$ cat src/rtl/mandel_pkg.sv
// Shared constants and types for the mandelbrot pixel pipeline.
// The dispatcher and the result combinator both import this package.
package mandel_pkg;
  localparam int NUM_ENGINES   = 6;
  localparam int DATA_WIDTH    = 32;
  localparam int SCREEN_WIDTH  = 640;
  localparam int SCREEN_HEIGHT = 480;

  typedef enum logic [1:0] {IDLE, DISPATCH, DRAIN} dispatch_state_t;

  // Counter width for a range of n values. Never returns 0, so a
  // one-engine or one-pixel build still has a legal vector width.
  function automatic int cnt_w(input int n);
    return (n > 1) ? $clog2(n) : 1;
  endfunction
endpackage

$ cat src/rtl/pixel_dispatcher_if.sv
// Frame-control and engine-array signals for the pixel dispatcher.
// The master modport is the dispatcher side; slave is the environment side.
interface pixel_dispatcher_if #(
  parameter int NUM_ENGINES = mandel_pkg::NUM_ENGINES,
  parameter int DATA_WIDTH  = mandel_pkg::DATA_WIDTH
);
  logic                   frame_start;
  logic [NUM_ENGINES-1:0] engine_idle;
  logic [NUM_ENGINES-1:0] queue_full;
  logic [NUM_ENGINES-1:0] start_o;
  logic [DATA_WIDTH-1:0]  x_o;
  logic [DATA_WIDTH-1:0]  y_o;
  logic                   busy;
  logic                   frame_done;

  modport master (
    input  frame_start, engine_idle, queue_full,
    output start_o, x_o, y_o, busy, frame_done
  );

  modport slave (
    output frame_start, engine_idle, queue_full,
    input  start_o, x_o, y_o, busy, frame_done
  );
endinterface

$ cat src/rtl/rr_arbiter.sv
// Combinational round-robin arbiter: grants the first eligible requester at or
// after i_ptr, wrapping. Returns a one-hot grant, a valid flag and the index.
module rr_arbiter #(
  parameter  int NUM_ENGINES = mandel_pkg::NUM_ENGINES,
  localparam int IW          = mandel_pkg::cnt_w(NUM_ENGINES)
) (
  input  logic [NUM_ENGINES-1:0] i_eligible,
  input  logic [IW-1:0]          i_ptr,
  output logic [NUM_ENGINES-1:0] o_grant,
  output logic                   o_valid,
  output logic [IW-1:0]          o_idx
);
  int w_e;

  always_comb begin
    o_grant = '0;
    o_valid = 1'b0;
    o_idx   = '0;
    w_e     = 0;
    for (int k = 0; k < NUM_ENGINES; k++) begin
      w_e = int'(i_ptr) + k;
      if (w_e >= NUM_ENGINES) w_e = w_e - NUM_ENGINES;
      if (!o_valid && i_eligible[w_e]) begin
        o_valid      = 1'b1;
        o_grant[w_e] = 1'b1;
        o_idx        = IW'(w_e);
      end
    end
  end
endmodule

$ cat src/rtl/pixel_dispatcher.sv
// Raster-order pixel scheduler: hands one pixel per cycle to an idle engine
// with room in its output queue, sharing engines round-robin.
module pixel_dispatcher #(
  parameter int NUM_ENGINES   = mandel_pkg::NUM_ENGINES,
  parameter int DATA_WIDTH    = mandel_pkg::DATA_WIDTH,
  parameter int SCREEN_WIDTH  = mandel_pkg::SCREEN_WIDTH,
  parameter int SCREEN_HEIGHT = mandel_pkg::SCREEN_HEIGHT
) (
  input logic               clk,
  input logic               reset,
  pixel_dispatcher_if.master bus
);
  import mandel_pkg::*;

  localparam int XW = cnt_w(SCREEN_WIDTH);
  localparam int YW = cnt_w(SCREEN_HEIGHT);
  localparam int IW = cnt_w(NUM_ENGINES);
  localparam logic [XW-1:0] X_LAST = XW'(SCREEN_WIDTH - 1);
  localparam logic [YW-1:0] Y_LAST = YW'(SCREEN_HEIGHT - 1);
  localparam logic [IW-1:0] P_LAST = IW'(NUM_ENGINES - 1);

  dispatch_state_t r_state, w_next;

  logic [XW-1:0]          r_x;
  logic [YW-1:0]          r_y;
  logic [IW-1:0]          r_ptr;
  logic [NUM_ENGINES-1:0] r_start, r_hold2;
  logic [DATA_WIDTH-1:0]  r_x_o, r_y_o;
  logic                   r_busy, r_done;

  logic [NUM_ENGINES-1:0] w_holdoff, w_eligible, w_gnt_oh;
  logic                   w_gnt_vld;
  logic [IW-1:0]          w_gnt_idx;
  logic                   w_grant, w_done, w_start_frame, w_last;

  // An engine stays masked for the cycle its start pulse is on the wire and
  // the following cycle, while its idle flag is still catching up.
  assign w_holdoff  = r_start | r_hold2;
  assign w_eligible = bus.engine_idle & ~bus.queue_full & ~w_holdoff;
  assign w_last     = (r_x == X_LAST) && (r_y == Y_LAST);

  rr_arbiter #(.NUM_ENGINES(NUM_ENGINES)) u_arb (
    .i_eligible (w_eligible),
    .i_ptr      (r_ptr),
    .o_grant    (w_gnt_oh),
    .o_valid    (w_gnt_vld),
    .o_idx      (w_gnt_idx)
  );

  always_ff @(posedge clk) begin
    if (reset) r_state <= IDLE;
    else       r_state <= w_next;
  end

  always_comb begin
    w_next        = r_state;
    w_grant       = 1'b0;
    w_done        = 1'b0;
    w_start_frame = 1'b0;
    unique case (r_state)
      // A start arriving while the done pulse is still out is dropped.
      IDLE: if (bus.frame_start && !r_done) begin
        w_next        = DISPATCH;
        w_start_frame = 1'b1;
      end
      DISPATCH: if (w_gnt_vld) begin
        w_grant = 1'b1;
        if (w_last) w_next = DRAIN;
      end
      DRAIN: if ((&bus.engine_idle) && (w_holdoff == '0)) begin
        w_done = 1'b1;
        w_next = IDLE;
      end
      default: w_next = IDLE;
    endcase
  end

  always_ff @(posedge clk) begin
    if (reset) begin
      r_x     <= '0;
      r_y     <= '0;
      r_ptr   <= '0;
      r_start <= '0;
      r_hold2 <= '0;
      r_x_o   <= '0;
      r_y_o   <= '0;
      r_busy  <= 1'b0;
      r_done  <= 1'b0;
    end else begin
      r_start <= w_grant ? w_gnt_oh : '0;
      r_hold2 <= r_start;
      r_busy  <= (w_next != IDLE);
      r_done  <= w_done;
      if (w_start_frame) begin
        r_x <= '0;
        r_y <= '0;
      end else if (w_grant) begin
        r_x_o <= DATA_WIDTH'(r_x);
        r_y_o <= DATA_WIDTH'(r_y);
        r_ptr <= (w_gnt_idx == P_LAST) ? '0 : w_gnt_idx + IW'(1);
        if (r_x == X_LAST) begin
          r_x <= '0;
          r_y <= r_y + YW'(1);
        end else begin
          r_x <= r_x + XW'(1);
        end
      end
    end
  end

  assign bus.start_o    = r_start;
  assign bus.x_o        = r_x_o;
  assign bus.y_o        = r_y_o;
  assign bus.busy       = r_busy;
  assign bus.frame_done = r_done;
endmodule

$ cat src/flat_wrapper.sv
// flat-port wrapper written by rule: the top's interface ports become plain ports
module pixel_dispatcher_flat import mandel_pkg::*;
#(
  parameter int NUM_ENGINES   = mandel_pkg::NUM_ENGINES,
  parameter int DATA_WIDTH    = mandel_pkg::DATA_WIDTH,
  parameter int SCREEN_WIDTH  = mandel_pkg::SCREEN_WIDTH,
  parameter int SCREEN_HEIGHT = mandel_pkg::SCREEN_HEIGHT
)
  (clk, reset, bus_frame_start, bus_engine_idle, bus_queue_full, bus_start_o, bus_x_o, bus_y_o, bus_busy, bus_frame_done);
  pixel_dispatcher_if #(.NUM_ENGINES(NUM_ENGINES), .DATA_WIDTH(DATA_WIDTH)) bus_i ();
  input logic clk;
  input logic reset;
  input wire logic [$bits(bus_i.frame_start)-1:0] bus_frame_start;
  input wire logic [$bits(bus_i.engine_idle)-1:0] bus_engine_idle;
  input wire logic [$bits(bus_i.queue_full)-1:0] bus_queue_full;
  output wire logic [$bits(bus_i.start_o)-1:0] bus_start_o;
  output wire logic [$bits(bus_i.x_o)-1:0] bus_x_o;
  output wire logic [$bits(bus_i.y_o)-1:0] bus_y_o;
  output wire logic [$bits(bus_i.busy)-1:0] bus_busy;
  output wire logic [$bits(bus_i.frame_done)-1:0] bus_frame_done;
  assign bus_i.frame_start = bus_frame_start;
  assign bus_i.engine_idle = bus_engine_idle;
  assign bus_i.queue_full = bus_queue_full;
  assign bus_start_o = bus_i.start_o;
  assign bus_x_o = bus_i.x_o;
  assign bus_y_o = bus_i.y_o;
  assign bus_busy = bus_i.busy;
  assign bus_frame_done = bus_i.frame_done;
  pixel_dispatcher #(.NUM_ENGINES(NUM_ENGINES), .DATA_WIDTH(DATA_WIDTH), .SCREEN_WIDTH(SCREEN_WIDTH), .SCREEN_HEIGHT(SCREEN_HEIGHT)) u_core (.clk(clk), .reset(reset), .bus(bus_i));
endmodule
$ cat config.mk
export PLATFORM = sky130hd
export DESIGN_NAME = pixel_dispatcher_flat
export DESIGN_NICKNAME = d
export VERILOG_FILES = /design/src/rtl/mandel_pkg.sv /design/src/rtl/pixel_dispatcher_if.sv /design/src/rtl/rr_arbiter.sv /design/src/rtl/pixel_dispatcher.sv /design/src/flat_wrapper.sv
export SDC_FILE = /design/constraint.sdc
export NUM_CORES = 1
export LEC_CHECK = 0
export BUFFER_PORTS_ARGS = -buffer_cell sky130_fd_sc_hd__buf_2
export CORE_MARGIN = 2
export CORE_UTILIZATION = 50
export CTS_CLUSTER_DIAMETER = 150
export DETAILED_ROUTE_END_ITERATION = 7
export PLACE_DENSITY = 0.77
export SLEW_MARGIN = 20
export SYNTH_ARGS = -nofsm -noshare
export SYNTH_HDL_FRONTEND = slang
export SYNTH_HIERARCHICAL = 1
export SYNTH_SLANG_ARGS = --single-unit
$ cat constraint.sdc
create_clock -name clk -period 4.35 [get_ports clk]
set_clock_uncertainty 0.2 [all_clocks]
set_input_delay 0.435 -clock clk [delete_from_list [all_inputs] [get_ports clk]]
set_output_delay 0.435 -clock clk [all_outputs]
set_load 0.02 [all_outputs]
==> flow_summary.yaml <==
final_layout:
  layout-drive-gt1-share_pct: 17.7
  multi_input_area_mm2: 0.00256
  antennaDiodeCount: 0
  nNetsFinal: 594
  seqCellArea_mm2: 0.00114
  layout.cells.most_common: "nand2_1"
  fillers: 721
  final_cell_mix: "73 x nand2_1, 57 x dfxtp_1, 45 x conb_1"
  areaGrowthSynthToFinish_pct: 9.36
floorplanning:
  io_pins: 87
  die_w_um: 94.3
  core_mm2: 0.00781
  initial_core_util_pct: 52.2
  die_h_um: 94.3
  die-area_mm2: 0.00889
  rows: 32
logic_synthesis:
  syn-mean-instance-area_um2: 7.90
  syn_inst: 516
  synth_area_mm2: 0.00408
  ys.flop_type: "dfxtp_1"
  synth-edff-count: 0
  ys_ff_latch: 57
  yosysSeqAreaShare_pct: 28.0
  synth_top_family_by_area: "simple AND/OR/NAND/NOR gates"
  synth-xor-area-share_pct: 3.59
  synth-async-reset-ratio_pct: 0
  ys_types: 75
  synth_mux_area_share_pct: 3.65
  synthAdderAreaFrac_pct: 5.53
  synth_compound_area_share_pct: 21.0
  synth_warnings: 6
  synth_simple_gate_area_share_pct: 24.7
cts:
  tritoncts.num_buffers: 9
  cts.sinks: 57
  root_buffer: "clkbuf_8"
  cts.reportedPaths.clkPinSlew_ns: 0.06
  hold_buffers: 0
  cts_tree: "yes"
  clk-insertion-delay-late_ns: 0.33
  htree_levels: 3
  cts_buffer_depth: 2
placed_design:
  dp_hpwl_um: 7310
  port_buffers: 41
  place.gp.congestion: 0.967
global_route:
  antenna_found_initial: 0
  grt_pass1_vias: 3413
  grt-ovfl-total: 0
  grt_pass1_wl_um: 15700
  grt_max_degree: 35
  grt_usage_pct: 22.1
detailed_routing:
  first_pass_iters: 5
  drt_iter0_drc: 306
  wirelength_um: 9630
  vias_per_cell: 5.66
  ant_nets: 0
  wl_per_cell_um: 14.4
  vias: 3775
  drc: 0
power_and_ir_drop:
  vdd_drop_max_mv: 0.308
  power_mw: 3.41
  power.density_mw_per_mm2: 764
  leakage_nw: 1.76
worst_setup_path:
  max_stage_delay_ns: 0.53
  crit_path_end_kind: "flip-flop"
  worstSetupPathType: "flip-flop to flip-flop"
  critical_path.max_fanout: 15
  crit_arrival_ns: 4.19
  cp_data_required_time_ns: 4.41
  cpMostUsedCell: "ha_1"
  cp_top_family: "simple AND/OR/NAND/NOR gates"
  start_kind: "flip-flop"
  cp_slowest_cell: "or4_4"
  path_cells: "clkinv_2, ha_1, xor2_2, inv_2, ha_1, inv_1, ha_1, inv_1, a31oi_2, mux2_1, o211a_1, nor2_1, nand3b_1, nand4_2, or4_4, or4_1, a21oi_1"
  path_buf_inv: 4
sta:
  hold_viol: 0
  tns_ns: 0
  grt_setup_unrepaired: "no"
  layout_worst_path_cycle_share_pct: 95.0
  worst_pin_slew_ns: 0.722
  fmax_ghz: 0.242
  drv_slew: 0
  finalSetupViolations: 0
  relSlewSlack_pct: 51.8
  layout_min_cycle_time_ns: 4.13
run_status:
  status: "finished, final reports clean"
worst_hold_path:
  min_path_type: "primary input to flip-flop"
job:
  cap_violations: 0
cell usage after synthesis, drive strengths merged (3+ instances only):
cell type | count | area [um^2]
nand2 | 73 | 274
dfxtp | 57 | 1140
buf | 56 | 414
a21oi | 38 | 194
nor2 | 29 | 109
o21ai | 23 | 115
inv | 22 | 82.6
ha | 18 | 225
clkbuf | 12 | 45.0
nor3 | 12 | 60.1
xnor2 | 12 | 113
nand3 | 11 | 55.1
or3 | 11 | 68.8
and2 | 9 | 56.3
a211oi | 8 | 60.1
mux2i | 8 | 92.6
nor2b | 8 | 50.1
a31oi | 7 | 50.1
nand4 | 7 | 50.1
mux2 | 5 | 56.3
nor4 | 5 | 31.3
o211a | 5 | 50.1
or3b | 5 | 43.8
nand2b | 4 | 25.0
nand3b | 4 | 30.0
nor4b | 4 | 35.0
o2bb2ai | 4 | 35.0
o31ai | 4 | 35.0
o32ai | 4 | 35.0
or4 | 4 | 33.8
a32oi | 3 | 26.3
nor3b | 3 | 22.5
o211ai | 3 | 22.5
o221ai | 3 | 26.3
or2 | 3 | 21.3
xor2 | 3 | 33.8
layout make-up:
class | count | share of cell area [%]
clock inverters | 6 | 1.88
well taps | 102 | 2.86
clock buffers | 9 | 2.78
flip-flops and latches | 57 | 25.6
repair buffers | 58 | 7.47
multi-input cells | 412 | 57.4
inverters | 23 | 1.97
flip-flops by register name (all words and copies together) (netlist names):
name                   cells
u_core/bus.start_o         6
u_core/r_ptr               3
u_core/r_hold2             6
u_core/bus.x_o            10
u_core/r_x                10
u_core/r_state             2
u_core/bus.frame_done      1
u_core/bus.busy            1
u_core/r_y                 9
u_core/bus.y_o             9
path summary, 6_finish.rpt:
path,depth (start not counted),startpoint,to,slack [ns]
max reg2reg,17,u_core/r_ptr[0]$_SDFFE_PP0P_,u_core/r_y[4]$_SDFFE_PP0P_,0.22
min reg2reg,2,u_core/bus.x_o[6]$_SDFFE_PP0P_,u_core/bus.x_o[6]$_SDFFE_PP0P_,0.25
min,3,bus_engine_idle[4],u_core/bus.frame_done$_SDFF_PP0_,0.25
max,17,u_core/r_ptr[0]$_SDFFE_PP0P_,u_core/r_y[4]$_SDFFE_PP0P_,0.22
worst min-delay path, cell delays in order:
cell     delay [ns]
buf_2          0.10
nand2_1        0.10
nor4_1         0.08
routing by layer:
layer / part of all wire (%) / vias up / global-route usage [%]
met5: 0 / - / 0
met4: 1.2 / 0 / 7.61
met3: 6.2 / 12 / 3.37
met2: 48 / 158 / 38.2
met1: 45 / 1759 / 27.9
li1: - / 1846 / -
report_power, final:
part,internal [mW],leakage (nW),switching [mW]
sequential,0.556,0.461,0.0352
combinational,0.856,1.20,1.44
clock,0.317,0.109,0.208
total,1.73,1.76,1.68
kinds of logic (layout without fill, tap and decap cells):
logic type | after synthesis | in the layout
XOR/XNOR | 15 | 15
buffers and inverters | 91 | 96
other | 1 | 45
AND/OR/NAND/NOR | 197 | 197
flip-flops | 57 | 57
adder cells (fa/ha/maj) | 18 | 18
AO/OA/AOI/OAI | 124 | 124
multiplexers | 13 | 13
through the flow:
| step | util, % | setup slack, ns | cell area (um^2) | hold slack (ns) | std cells |
|---|---|---|---|---|---|
| after floorplan | - | 0.0707 | 4250 | 0.252 | 560 |
| after global placement | 54.4 | 0.259 | 4250 | 0.240 | 652 |
| after detailed placement | 54.4 | 0.109 | 4250 | 0.244 | 652 |
| after CTS | 57.1 | 0.141 | 4460 | 0.232 | 667 |
| after global routing | 57.1 | 0.00306 | 4460 | 0.242 | 667 |
| final | 57.1 | 0.217 | 4460 | 0.249 | 667 |
timing repair:
action                                  CTS  global route
gates resized for setup                   0             1
endpoints found under the setup margin    0             1
buffers inserted                          0             0
Power figures use the tool's default switching activity.
